File: src/rtl/fifo_param_pkg.sv
// Shared types and helpers for the fifo_param elastic buffer.
// Optional feature macro used by the top: FIFO_PARAM_HWM_EN (high-water-mark output).
package fifo_param_pkg;

  typedef struct packed {
    logic overflow;
    logic underflow;
  } err_flags_t;

  // Level counter must represent 0..DEPTH inclusive.
  function automatic int unsigned clog2_depth(input int unsigned depth);
    return $clog2(depth + 32'd1);
  endfunction

  // Explicit wrap so non-power-of-2 depths work.
  function automatic int unsigned next_ptr(input int unsigned ptr, input int unsigned depth);
    if (ptr == depth - 32'd1) begin
      return 32'd0;
    end else begin
      return ptr + 32'd1;
    end
  endfunction

endpackage

File: src/rtl/fifo_param_ram.sv
// Storage array for fifo_param: one synchronous write port, one asynchronous read port.
// Contents are intentionally not reset.
module fifo_param_ram #(
  parameter int unsigned WIDTH = 32,
  parameter int unsigned DEPTH = 32,
  parameter int unsigned PW    = 5
) (
  input  logic             clk,
  input  logic             i_we,
  input  logic [PW-1:0]    i_waddr,
  input  logic [WIDTH-1:0] i_wdata,
  input  logic [PW-1:0]    i_raddr,
  output logic [WIDTH-1:0] o_rdata
);

  logic [WIDTH-1:0] r_mem [DEPTH];

  // Write port
  always_ff @(posedge clk) begin
    if (i_we) begin
      r_mem[i_waddr] <= i_wdata;
    end
  end

  assign o_rdata = r_mem[i_raddr];

endmodule

File: src/rtl/fifo_param.sv
// Parametrised single-clock show-ahead FIFO with level, thresholds, flush and sticky errors.
// Define FIFO_PARAM_HWM_EN to add the hwm (peak occupancy) output.
module fifo_param
  import fifo_param_pkg::*;
#(
  parameter int unsigned WIDTH     = 32,
  parameter int unsigned DEPTH     = 32,
  parameter int unsigned AF_THRESH = 28,
  parameter int unsigned AE_THRESH = 4,
  parameter int unsigned LW        = clog2_depth(DEPTH)
) (
  input  logic             clk,
  input  logic             rst,
  input  logic             push,
  input  logic [WIDTH-1:0] datain,
  input  logic             pull,
  output logic [WIDTH-1:0] dataout,
  input  logic             flush,
  input  logic             clr_err,
  output logic             empty,
  output logic             full,
  output logic             almost_full,
  output logic             almost_empty,
`ifdef FIFO_PARAM_HWM_EN
  output logic [LW-1:0]    hwm,
`endif
  output logic [LW-1:0]    level,
  output logic             overflow,
  output logic             underflow
);

  localparam int unsigned PW = $clog2(DEPTH);

  logic [PW-1:0]    r_wr_ptr;
  logic [PW-1:0]    r_rd_ptr;
  logic [LW-1:0]    r_level;
  err_flags_t       r_err;

  logic [PW-1:0]    w_wr_ptr_nxt;
  logic [PW-1:0]    w_rd_ptr_nxt;
  logic [LW-1:0]    w_level_nxt;
  err_flags_t       w_err_nxt;
  logic             w_empty;
  logic             w_full;
  logic             w_push_ok;
  logic             w_pull_ok;
  logic             w_ovf_evt;
  logic             w_unf_evt;
  logic [WIDTH-1:0] w_rdata;

  assign w_empty   = (r_level == {LW{1'b0}});
  assign w_full    = (r_level == LW'(DEPTH));
  // Flush wins over same-cycle traffic and suppresses error events.
  assign w_push_ok = push & ~w_full  & ~flush;
  assign w_pull_ok = pull & ~w_empty & ~flush;
  assign w_ovf_evt = push & w_full  & ~flush;
  assign w_unf_evt = pull & w_empty & ~flush;

  // Next-state for pointers, level and sticky flags
  always_comb begin
    w_wr_ptr_nxt = r_wr_ptr;
    w_rd_ptr_nxt = r_rd_ptr;
    w_level_nxt  = r_level;
    if (flush) begin
      w_wr_ptr_nxt = {PW{1'b0}};
      w_rd_ptr_nxt = {PW{1'b0}};
      w_level_nxt  = {LW{1'b0}};
    end else begin
      if (w_push_ok) begin
        w_wr_ptr_nxt = PW'(next_ptr(32'(r_wr_ptr), DEPTH));
      end else begin
        w_wr_ptr_nxt = r_wr_ptr;
      end
      if (w_pull_ok) begin
        w_rd_ptr_nxt = PW'(next_ptr(32'(r_rd_ptr), DEPTH));
      end else begin
        w_rd_ptr_nxt = r_rd_ptr;
      end
      case ({w_push_ok, w_pull_ok})
        2'b10:   w_level_nxt = r_level + LW'(1);
        2'b01:   w_level_nxt = r_level - LW'(1);
        default: w_level_nxt = r_level;
      endcase
    end
    w_err_nxt.overflow  = w_ovf_evt | (r_err.overflow  & ~clr_err);
    w_err_nxt.underflow = w_unf_evt | (r_err.underflow & ~clr_err);
  end

  // State registers, synchronous active-low reset
  always_ff @(posedge clk) begin
    if (!rst) begin
      r_wr_ptr <= {PW{1'b0}};
      r_rd_ptr <= {PW{1'b0}};
      r_level  <= {LW{1'b0}};
      r_err    <= '{overflow: 1'b0, underflow: 1'b0};
    end else begin
      r_wr_ptr <= w_wr_ptr_nxt;
      r_rd_ptr <= w_rd_ptr_nxt;
      r_level  <= w_level_nxt;
      r_err    <= w_err_nxt;
    end
  end

`ifdef FIFO_PARAM_HWM_EN
  logic [LW-1:0] r_hwm;

  // Peak occupancy; restarts from the current level after clr_err
  always_ff @(posedge clk) begin
    if (!rst) begin
      r_hwm <= {LW{1'b0}};
    end else if (flush) begin
      r_hwm <= {LW{1'b0}};
    end else if (clr_err) begin
      r_hwm <= w_level_nxt;
    end else if (w_level_nxt > r_hwm) begin
      r_hwm <= w_level_nxt;
    end else begin
      r_hwm <= r_hwm;
    end
  end

  assign hwm = r_hwm;
`endif

  fifo_param_ram #(
    .WIDTH (WIDTH),
    .DEPTH (DEPTH),
    .PW    (PW)
  ) u_ram (
    .clk     (clk),
    .i_we    (w_push_ok),
    .i_waddr (r_wr_ptr),
    .i_wdata (datain),
    .i_raddr (r_rd_ptr),
    .o_rdata (w_rdata)
  );

  assign dataout      = w_empty ? {WIDTH{1'b0}} : w_rdata;
  assign empty        = w_empty;
  assign full         = w_full;
  assign almost_full  = (r_level >= LW'(AF_THRESH));
  assign almost_empty = (r_level <= LW'(AE_THRESH));
  assign level        = r_level;
  assign overflow     = r_err.overflow;
  assign underflow    = r_err.underflow;

endmodule
File: config.mk
export PLATFORM = sky130hd
export DESIGN_NAME = fifo_param
export DESIGN_NICKNAME = d
export VERILOG_FILES = /design/src/rtl/fifo_param_pkg.sv /design/src/rtl/fifo_param_ram.sv /design/src/rtl/fifo_param.sv
export SDC_FILE = /design/constraint.sdc
export NUM_CORES = 1
export LEC_CHECK = 0
export CORE_MARGIN = 2
export CORE_UTILIZATION = 30
export DETAILED_ROUTE_END_ITERATION = 16
export GPL_TIMING_DRIVEN = 0
export PLACE_DENSITY_LB_ADDON = 0.3
export SYNTH_ARGS = -nofsm -noshare
export SYNTH_HDL_FRONTEND = slang
export SYNTH_SLANG_ARGS = --single-unit
File: constraint.sdc
create_clock -name clk -period 7.1 [get_ports clk]
set_input_delay 1.42 -clock clk [delete_from_list [all_inputs] [get_ports clk]]
set_output_delay 1.42 -clock clk [all_outputs]
set_load 0.05 [all_outputs]
==> results by group, run 1 <==
Finish
  • Area growth, synth to finish: 18.4%
  • Register cell area after layout: approximately 31000 um^2
  • Area of the multi-input gates: 8770 um^2
  • Layout cells sized above 1: 29.4%
  • Post-route cell area: around 48000 um^2
  • Finished Core Util: 35.8%
  • Post-Layout Cell Count: 3871
  • Fill cell count: about 12000
  • Layout Nets: between 2000 and 2500

Placed design
  • Dpl cells: 3677
  • # port buffers: 81
  • DP Wirelength: between 60 and 70 mm
  • RD Place Congestion: 0.752
  • Pre-CTS setup slack: ~0.8 ns
  • Placed cell area: 44300 um^2

Setup path
  • Crit path max-delay family: buffers and inverters
  • Worst path slowest cell: clkdlybuf4s50_1
  • Critical Path RT: 5.68 ns
  • Critical Path AT: 5.37 ns
  • Reg-to-Reg Start: level[0]
  • Cell repeated most along the worst path: clkbuf_1
  • CP Buf/Inv Count: 5
  • Nature of the critical path endpoint: output pin
  • Critical-path cell list: clkbuf_1 > buf_2 > clkbuf_1 > clkbuf_1 > a211oi_1 > nor4_1 > clkdlybuf4s50_1
  • R2R Path End: level[4]
  • Reg2reg path depth: 14
  • CP startpoint kind: flop
  • Peak fanout along the critical path: 10
  • Max stage delay on crit path: between 0.9 and 1 ns
  • Critical path class: flop to output pin
  • Register-to-register setup slack: 3.37 ns

Route
  • DRC errors left: 0
  • Via density: around 5.0
  • Drt wl/cell: roughly 27 um
  • Post-Route WL: 103 mm
  • Drt pass-1 iters: 5
  • DRT iter0 DRCs: 1836
  • Antenna-violating nets left: 0
  • Vias: 19300

Hold path
  • Hold crit path type: flop to flop
  • HP Start: underflow
  • Hold-critical path depth: 2
  • WHS Endpoint: underflow

CTS
  • CTS tree: done
  • Inserted Clock Buffers: approximately 110
  • H-tree levels: 3
  • Clk root buf: clkbuf_16
  • Worst-path clk slew: 0.06 ns
  • Setup Buffers After CTS: 0
  • CTS max path bufs: 3
  • Clock Latency Late Sink: approximately 0.72 ns
  • TritonCTS sink count: 1047

Die
  • Core Rows: 134
  • Width of the die: 371 um
  • CORE AREA: 133000 um^2
  • Starting Density: 30.2%
  • Die height: 371 um
  • Number of I/O pins: between 80 and 90
  • Die area: approximately 140000 um^2

Yosys
  • Area share of fa/ha/maj cells after synthesis: 0.310%
  • Synth cell count leaders: edfxtp_1, mux4_2, o22ai_1, mux2_2, nor2_1
  • Area leader, netlist: edfxtp_1
  • Post-Synthesis Cells: 1794
  • Most common cell in the netlist: edfxtp_1
  • Largest family of logic cells by synthesized area: multiplexers
  • #FFs+latches synth: 1047
  • Seq/Total Area, Yosys: 77.4%
  • Post-synthesis xor/xnor area fraction: less than 1%
  • Synth area leaders: edfxtp_1, mux4_2, mux2_2
  • Post-synthesis async set-or-reset flop share: 0%
  • Synth warnings: 0
  • Post-Syn Area: 40300 um^2
  • EDFF count, synth: 1024
  • Most used flip-flop cell after synthesis: edfxtp_1
  • Average size of a mapped cell: 22.5 um^2
  • Synth Area in Simple Gates: 2.35%
  • Yosys top cell area share: 76.2%
  • Synth Area in Compound Gates: around 2.1%
  • Distinct cells, synth: 54
  • Syn nets: 1842
  • Post-synthesis mux area share: 16.1%

Timing
  • Final period util: between 90% and 100%
  • Slew headroom: about 7.7%
  • Fin Hold WS: just over 0.5 ns
  • Worst slew pin tran: 1.38 ns
  • Fmax: 147 MHz
  • Setup ws final: 0.314 ns
  • Crit path time final: 6.79 ns
  • # setup viols final: 0
  • Max Slew Vio Count: 0
  • Fin. Hold Viols: 0
  • RSZ-0062 raised after global routing: no
  • Setup Total Neg Slack: 0 ns
  • Clock Skew: 0.0429 ns

Global routing
  • Tot GR Track Use: 15.0%
  • Busiest layer in global routing: met2
  • First-pass GRT wire length: 146 mm
  • Antenna violations before repair: 3
  • GRT met3 Usage: under 10%
  • Grt ovf: 0
  • GR Util met2: about a quarter
  • Vias in the first global route: 20300
  • Largest net degree at the start of global routing: 33
  • Global Route met1 Usage: 19.7%

Status
  • Status: finished, final reports clean

Power
  • VDD IR max: around 0.22 mV
  • Pwr Density: around 260 nW/um^2
  • Leak: 14.1 nW
  • Tot Pwr: 12.5 mW

Flow run
  • Max-Cap Viols: 0
## power by group
part,total (mW),switching (mW),internal [mW]
Combinational,0.250,0.181,0.0688
Sequential,6.80,0.00367,6.80
Clock,5.43,2.35,3.08
## registers in the layout (all words and copies together) (netlist names), named ones only
register     count
level            6
u_ram.r_mem   1024
r_rd_ptr         5
underflow        1
overflow         1
r_wr_ptr         5
## tightest hold or removal path, cell delays in order, from the launching register on
cell,delay [ns]
dfxtp_1,0.31
nand2b_1,0.07
a21boi_0,0.08
## area by class of cell
type	count	share of cell area, %
Clock buffer	125	5.94
Sequential cell	1047	65.3
Inverter	7	0.0655
Antenna cell	2	0.0105
Tap cell	1768	4.63
Buffer	104	1.22
Clock inverter	67	1.19
Timing Repair Buffer	115	3.25
Multi-Input combinational cell	636	18.4
## per-layer routing
layer  part of all wire [%]  vias to the layer above  wire length [um]
li1                       -                     8092                 -
met5                  0.031                        -                32
met3                    6.1                      163              6300
met2                     49                      623             50600
met4                    2.3                        4              2380
met1                     42                    10400             43300
## logic make-up after synthesis
family	after synthesis
AO/OA/AOI/OAI	131
flip-flops	1047
buffers and inverters	111
multiplexers	322
AND/OR/NAND/NOR	167
adder cells (fa/ha/maj)	10
XOR/XNOR	6
## worst max path at each step
stage	endpoint	slack [ns]	depth (start not counted)
after floorplan	dataout[22]	2.66	6
after global placement	u_ram.r_mem[29][18]	0.75	6
after detailed placement	dataout[22]	0.81	7
after CTS	dataout[24]	0.03	7
after global routing	dataout[30]	0.10	7
final	dataout[25]	0.31	7
## cell usage in the layout, fill, tap and decap left out, types with 9 or more instances in the layout
| cell type | instances |
|---|---|
| mux2_2 | 64 |
| clkbuf_1 | 48 |
| nor2_4 | 32 |
| clkdlybuf4s50_1 | 80 |
| clkbuf_16 | 110 |
| buf_12 | 25 |
| nor2_1 | 12 |
| nor4_1 | 30 |
| dfxtp_1 | 23 |
| o22ai_1 | 66 |
| buf_4 | 30 |
| a211oi_1 | 33 |
| mux4_2 | 256 |
| clkinv_1 | 27 |
| buf_16 | 9 |
| a21oi_1 | 12 |
| clkinv_2 | 18 |
| buf_2 | 26 |
| ha_1 | 10 |
| edfxtp_1 | 1024 |
| nand2_1 | 12 |
| nor2b_1 | 35 |
## repair_timing
item,4_1_cts,5_1_grt
endpoints found under the setup margin,1,2
hold buffers,0,0
resized for setup,1,2
(Power assumes the default switching activity.)
==> run 2: changes to the inputs <==
--- a/config.mk
+++ b/config.mk
@@ -5,7 +5,6 @@
 export SDC_FILE = /design/constraint.sdc
 export NUM_CORES = 1
 export LEC_CHECK = 0
-export CORE_MARGIN = 2
 export CORE_UTILIZATION = 30
 export DETAILED_ROUTE_END_ITERATION = 16
 export GPL_TIMING_DRIVEN = 0
==> run 2 against run 1 <==
Design area fell by 0.40%. Critical path type unchanged. Fmax shrank 5.5%. The flow now finishes with violations (negative setup slack). Clock skew rose by 0.0065 ns. Power down 1.7%.
==> results by group, run 2 (synthesized netlist as in run 1, its figures left out) <==
Route
  • Drt wl/cell: 27.1 um (was 26.5 um)
  • Antenna-violating nets left: 0 (unchanged)
  • Post-Route WL: 105 mm (was 103 mm)
  • Drt pass-1 iters: 5 (unchanged)
  • DRC errors left: 0 (unchanged)
  • Via density: 5.03 (was 4.99)
  • DRT iter0 DRCs: 1974 (was 1836)
  • Vias: 19400 (was 19300)

CTS
  • Post-CTS sizing: 3 (was 1)
  • Inserted Clock Buffers: 103 (was 106)
  • Clk root buf: clkbuf_16 (unchanged)
  • Clock Latency Late Sink: 0.71 ns (was 0.72 ns)
  • CTS tree: done (unchanged)
  • H-tree levels: 3 (unchanged)
  • TritonCTS sink count: 1047 (unchanged)
  • Worst-path clk slew: 0.06 ns (about the same)
  • CTS hold repair buffers: 0 (unchanged)
  • Setup Buffers After CTS: 0 (unchanged)
  • CTS max path bufs: 3 (unchanged)

Timing
  • Fmax: 139 MHz (was 147 MHz)
  • Setup ws final: -0.0791 ns (was 0.314 ns)
  • Worst slew pin tran: 1.34 ns (was 1.38 ns)
  • Max Slew Vio Count: 0 (unchanged)
  • RSZ-0062 raised after global routing: no (unchanged)
  • Slew headroom: 10.3% (was 7.73%)
  • Fin. Hold Viols: 0 (unchanged)
  • Final period util: 101% (was 95.6%)
  • Clock Skew: 0.0494 ns (was 0.0429 ns)
  • Crit path time final: 7.18 ns (was 6.79 ns)
  • # setup viols final: 1 (was 0)

Die
  • Width of the die: 369 um (was 371 um)
  • Starting Density: 30.2% (unchanged)
  • Core Rows: 134 (unchanged)
  • CORE AREA: 133000 um^2 (unchanged)
  • Die height: 369 um (was 371 um)
  • Number of I/O pins: 82 (unchanged)
  • Die area: 136000 um^2 (was 137000 um^2)

Power
  • VDD IR max: 0.215 mV (was 0.224 mV)
  • Pint: 9.77 mW (was 9.94 mW)
  • Pwr Density: 258 nW/um^2 (was 261 nW/um^2)
  • Combinational share of power: 2.0% (about the same)
  • Switching power: 2.50 mW (was 2.53 mW)
  • Net Sw Frac: 20.4% (was 20.3%)
  • Clock power share: 42.6% (was 43.5%)
  • Tot Pwr: 12.3 mW (was 12.5 mW)
  • Reg power frac: 55.4% (was 54.5%)
  • Leak: 14.1 nW (about the same)

Placed design
  • DP Wirelength: 69.3 mm (was 69.0 mm)
  • RD Place Congestion: 0.773 (was 0.752)
  • # port buffers: 81 (unchanged)
  • Pre-CTS setup slack: 0.568 ns (was 0.814 ns)

Flow run
  • Max-Cap Viols: 0 (unchanged)

Hold path
  • HP Start: underflow (unchanged)
  • Hold-critical path depth: 2 (unchanged)
  • Hold crit path type: flop to flop (unchanged)
  • WHS Endpoint: underflow (unchanged)

Setup path
  • CP startpoint kind: flop (unchanged)
  • Reg-to-Reg Start: level[0] (unchanged)
  • Max stage delay on crit path: 1.01 ns (was 0.97 ns)
  • Worst path slowest cell: nor4_1 (was clkdlybuf4s50_1)
  • Critical path class: flop to output pin (unchanged)
  • Nature of the critical path endpoint: output pin (unchanged)
  • Critical-path cell list: clkbuf_1 > buf_2 > clkbuf_1 > clkbuf_1 > a211oi_1 > nor4_1 > clkdlybuf4s50_1 (unchanged)
  • Register-to-register setup slack: 3.39 ns (was 3.37 ns)
  • Peak fanout along the critical path: 10 (unchanged)
  • Reg2reg path depth: 14 (unchanged)
  • R2R Path End: level[4] (unchanged)
  • Critical Path RT: 5.68 ns (about the same)
  • Critical Path AT: 5.76 ns (was 5.37 ns)
  • Cell repeated most along the worst path: clkbuf_1 (unchanged)

Status
  • Failing checks: negative setup slack
  • Status: finished with violations (was finished, final reports clean)

Global routing
  • First-pass GRT wire length: 150 mm (was 146 mm)
  • Vias in the first global route: 20500 (was 20300)
  • Tot GR Track Use: 15.4% (was 15.0%)
  • Largest net degree at the start of global routing: 33 (unchanged)
  • Antenna violations before repair: 3 (unchanged)
  • Grt ovf: 0 (unchanged)

Finish
  • Layout cells sized above 1: 28.7% (was 29.4%)
  • Biggest register: u_ram.r_mem (unchanged)
  • Commonest non-fill, non-tap cell in the layout: edfxtp_1 (unchanged)
  • Register cell area after layout: 31200 um^2 (unchanged)
  • Max reg flops: 1024 (unchanged)
  • Commonest non-fill, non-tap cells in the layout: edfxtp_1, mux4_2, clkbuf_16, clkdlybuf4s50_1, o22ai_1 (unchanged)
  • Area of the multi-input gates: 8770 um^2 (unchanged)
  • Layout Nets: 2063 (was 2065)
  • Area growth, synth to finish: 18.0% (was 18.4%)
  • Number of antenna diodes: 0 (was 2)
  • Fill cell count: 12300 (about the same)
==> run 2: worst max path at each step <==
stage                     slack (ns)  depth (start not counted)      from     endpoint
after floorplan                 2.66                          6  level[3]  dataout[22]
after global placement          0.41                          7      flop  dataout[22]
after detailed placement        0.57                          7      flop  dataout[19]
after CTS                      0.002                          7      flop  dataout[30]
after global routing            0.04                          7      flop  dataout[25]
final                          -0.08                          7      flop  dataout[30]
==> run 2: area by class of cell <==
class | count | share of cell area [%]
Multi-Input combinational cell | 636 | 18.4
Inverter | 7 | 0.0657
Sequential cell | 1047 | 65.6
Clock buffer | 131 | 5.81
Tap cell | 1768 | 4.65
Timing Repair Buffer | 116 | 3.28
Buffer | 104 | 1.23
Clock inverter | 55 | 0.947
==> run 2: layer usage <==
| metal | vias up | track usage (%) | wire (um) |
|---|---|---|---|
| met4 | 2 | 4.50 | 2240 |
| met2 | 652 | 26.2 | 52800 |
| met5 | - | 0 | 10 |
| li1 | 8090 | - | - |
| met1 | 10600 | 20.5 | 44100 |
| met3 | 118 | 2.20 | 5460 |
==> run 2: power by group through the flow <==
stage	registers [mW]	logic [mW]	clock network, mW
floorplan	6.93	0.0859	0
global placement	6.93	0.233	0
detailed placement	6.93	0.249	0
CTS	6.80	0.250	5.32
global route	6.80	0.265	5.54
finish	6.80	0.248	5.22
==> run 2: worst max-delay path: cells and delay by family (launching register included) <==
family,cells,cell delay (ns)
AO/OA/AOI/OAI,1,0.20
buffers and inverters,5,3.51
flip-flops,1,0.31
AND/OR/NAND/NOR,1,1.01
==> run 2: stage by stage <==
| step | instances | utilization, % | instance area (um^2) | hold slack [ns] | setup TNS (ns) |
|---|---|---|---|---|---|
| 2_1_floorplan | 1794 | - | 40300 | 0.468 | 0 |
| 3_3_place_gp | 3643 | 32.5 | 43400 | 0.493 | 0 |
| 3_5_place_dp | 3678 | 33.2 | 44300 | 0.515 | 0 |
| 4_1_cts | 3864 | 35.7 | 47600 | 0.526 | 0 |
| 5_1_grt | 3864 | 35.7 | 47600 | 0.563 | 0 |
| 6_report | 3864 | 35.7 | 47600 | 0.527 | -0.0791 |
==> run 3: changes to the inputs <==
--- a/config.mk
+++ b/config.mk
@@ -9,6 +9,7 @@
 export DETAILED_ROUTE_END_ITERATION = 16
 export GPL_TIMING_DRIVEN = 0
 export PLACE_DENSITY_LB_ADDON = 0.3
+export SLEW_MARGIN = 20
 export SYNTH_ARGS = -nofsm -noshare
 export SYNTH_HDL_FRONTEND = slang
 export SYNTH_SLANG_ARGS = --single-unit
==> run 3 against run 2 <==
The run now ends clean. Via count is 0.45% higher. Clock skew is 0.023 ns lower. Wire length is 0.48% higher. Worst hold slack better by 0.011 ns. Die area stayed put. Sequential power hardly changed. Non-clock buffer count is 14 higher. Fmax is 4.5% higher. Power is 1.0% higher. Global-route usage hardly changed. Count of clock-buffer cells in the layout is 1 higher. Sequential share of layout area is 0.59 points lower. Largest power group unchanged.
==> results by group, run 3 (synthesized netlist as in run 1, its figures left out) <==
Status
  • Status: finished, final reports clean (was finished with violations)

Timing
  • Final period util: 96.7% (was 101%)
  • Slew headroom: 21.2% (was 10.3%)
  • Max Slew Vio Count: 0 (unchanged)
  • # setup viols final: 0 (was 1)
  • Fmax: 146 MHz (was 139 MHz)
  • RSZ-0062 raised after global routing: no (unchanged)
  • Crit path time final: 6.87 ns (was 7.18 ns)
  • Setup Total Neg Slack: 0 ns (was -0.0791 ns)
  • Clock Skew: 0.0268 ns (was 0.0494 ns)
  • Setup ws final: 0.231 ns (was -0.0791 ns)
  • Fin. Hold Viols: 0 (unchanged)
  • Worst slew pin tran: 1.18 ns (was 1.34 ns)

Global routing
  • First-pass GRT wire length: 150 mm (about the same)
  • Vias in the first global route: 20600 (was 20500)
  • Tot GR Track Use: 15.5% (was 15.4%)
  • Antenna violations before repair: 1 (was 3)
  • Largest net degree at the start of global routing: 33 (unchanged)
  • Grt ovf: 0 (unchanged)

Setup path
  • CP startpoint kind: flop (unchanged)
  • Max stage delay on crit path: 0.96 ns (was 1.01 ns)
  • Crit path max-delay family: buffers and inverters (unchanged)
  • Worst path slowest cell: clkdlybuf4s50_1 (was nor4_1)
  • Register-to-register setup slack: 3.42 ns (was 3.39 ns)
  • Nature of the critical path endpoint: output pin (unchanged)
  • CP Buf/Inv Count: 5 (unchanged)
  • Reg-to-Reg Start: level[0] (unchanged)
  • Critical Path RT: 5.68 ns (about the same)
  • R2R Path End: level[4] (unchanged)
  • Critical-path cell list: clkbuf_1 > buf_2 > clkbuf_1 > clkbuf_1 > a211oi_1 > nor4_1 > clkdlybuf4s50_1 (unchanged)
  • Critical path class: flop to output pin (unchanged)
  • Cell repeated most along the worst path: clkbuf_1 (unchanged)
  • Peak fanout along the critical path: 10 (unchanged)
  • Reg2reg path depth: 14 (unchanged)
  • Critical Path AT: 5.45 ns (was 5.76 ns)

Placed design
  • # port buffers: 81 (unchanged)
  • RD Place Congestion: 0.773 (unchanged)
  • DP Wirelength: 70.5 mm (was 69.3 mm)
  • Pre-CTS setup slack: 0.768 ns (was 0.568 ns)

Route
  • DRC errors left: 0 (unchanged)
  • Drt pass-1 iters: 5 (unchanged)
  • Post-Route WL: 105 mm (about the same)
  • DRT iter0 DRCs: 1824 (was 1974)
  • Vias: 19500 (was 19400)
  • Via density: 5.03 (about the same)
  • Antenna-violating nets left: 0 (unchanged)
  • Drt wl/cell: 27.1 um (about the same)

CTS
  • Clock Latency Late Sink: 0.70 ns (was 0.71 ns)
  • Inserted Clock Buffers: 103 (unchanged)
  • H-tree levels: 3 (unchanged)
  • CTS max path bufs: 3 (unchanged)
  • CTS tree: done (unchanged)
  • CTS hold repair buffers: 0 (unchanged)
  • Setup Buffers After CTS: 0 (unchanged)
  • Clk root buf: clkbuf_16 (unchanged)
  • Post-CTS sizing: 2 (was 3)
  • Worst-path clk slew: 0.06 ns (about the same)
  • TritonCTS sink count: 1047 (unchanged)

Hold path
  • Hold crit path type: flop to flop (unchanged)
  • Hold-critical path depth: 2 (unchanged)
  • HP Start: underflow (unchanged)
  • WHS Endpoint: underflow (unchanged)

Power
  • Leak: 14.3 nW (was 14.1 nW)
  • Tot Pwr: 12.4 mW (was 12.3 mW)
  • VDD IR max: 0.196 mV (was 0.215 mV)
  • Pwr Density: 258 nW/um^2 (about the same)

Finish
  • Area growth, synth to finish: 19.0% (was 18.0%)
  • Biggest register: u_ram.r_mem (unchanged)
  • Commonest non-fill, non-tap cell in the layout: edfxtp_1 (unchanged)
  • Layout cells sized above 1: 30.8% (was 28.7%)
  • Max reg flops: 1024 (unchanged)
  • Finished Core Util: 36.0% (was 35.7%)
  • Number of antenna diodes: 0 (unchanged)
  • Layout Nets: 2077 (was 2063)
  • Commonest non-fill, non-tap cells in the layout: edfxtp_1, mux4_2, clkbuf_16, o22ai_1, mux2_2 (was edfxtp_1, mux4_2, clkbuf_16, clkdlybuf4s50_1, o22ai_1)

Die
  • Number of I/O pins: 82 (unchanged)
  • Starting Density: 30.2% (unchanged)
  • Core Rows: 134 (unchanged)
  • Width of the die: 369 um (unchanged)
  • Die height: 369 um (unchanged)
  • Die area: 136000 um^2 (unchanged)
  • CORE AREA: 133000 um^2 (unchanged)

Flow run
  • Max-Cap Viols: 0 (unchanged)
==> run 3: cell count changes in the layout (fill, tap and decap cells not counted), moves of 2 or more <==
cell | before | now
buf_2 | 27 | 45
clkdlybuf4s50_1 | 80 | 62
buf_16 | 9 | 26
clkinv_1 | 29 | 20
clkinv_2 | 9 | 18
bufinv_16 | 4 | 7
nor4_1 | 30 | 27
nor4_2 | 3 | 6
buf_12 | 25 | 23
clkbuf_1 | 57 | 55
clkbuf_2 | 1 | 3
clkinv_4 | 3 | 1
==> run 3: worst reg2reg max path, stage by stage (launching register included) <==
cell      delay [ns]
dfxtp_1         0.41
or4_4           0.57
buf_6           0.14
o311a_1         0.31
buf_6           0.17
clkinv_4        0.08
ha_1            0.14
clkbuf_1        0.34
xor2_1          0.13
ha_1            0.20
a21oi_1         0.27
o22ai_1         0.15
a222oi_1        0.41
or3_1           0.16
a21oi_1         0.06
==> run 3: layout make-up <==
cell class | count | area, um^2
inverter | 7 | 31.3
sequential | 1047 | 31200
fill | 12300 | 85400
multi-input combinational | 636 | 8780
tap | 1768 | 2210
clock buffer | 132 | 2790
timing repair buffer | 130 | 1890
clock inverter | 55 | 502
buffer | 104 | 586
==> run 3: through the flow <==
stage	instances	area, um^2	hold WS [ns]
after CTS	3879	48100	0.530
after global routing	3879	48000	0.555
after detailed placement	3692	44800	0.514
after floorplan	1794	40300	0.468
final	3879	48000	0.537
after global placement	3643	43400	0.493
==> run 3: how the worst max path moves through the flow <==
stage	start	endpoint	slack, ns	cells past startpoint
4_1_cts	flop	dataout[29]	0.03	7
3_3_place_gp	flop	dataout[22]	0.41	7
2_1_floorplan	level[3]	dataout[22]	2.66	6
5_1_grt	flop	dataout[26]	0.04	7
3_5_place_dp	flop	dataout[27]	0.77	7
6_report	flop	dataout[26]	0.23	7
==> run 3: layer usage <==
layer / wire length (um) / vias up / track usage (%)
li1: - / 8114 / -
met1: 44000 / 10600 / 20.5
met2: 52300 / 694 / 26.0
met3: 5930 / 145 / 2.55
met4: 2930 / 2 / 4.94
met5: 13 / - / 0
==> run 3: power breakdown <==
group | internal (mW) | total (mW) | switching (mW)
registers | 6.79 | 6.80 | 0.00383
logic | 0.0659 | 0.245 | 0.179
clock network | 3.03 | 5.35 | 2.32
total | 9.89 | 12.4 | 2.50
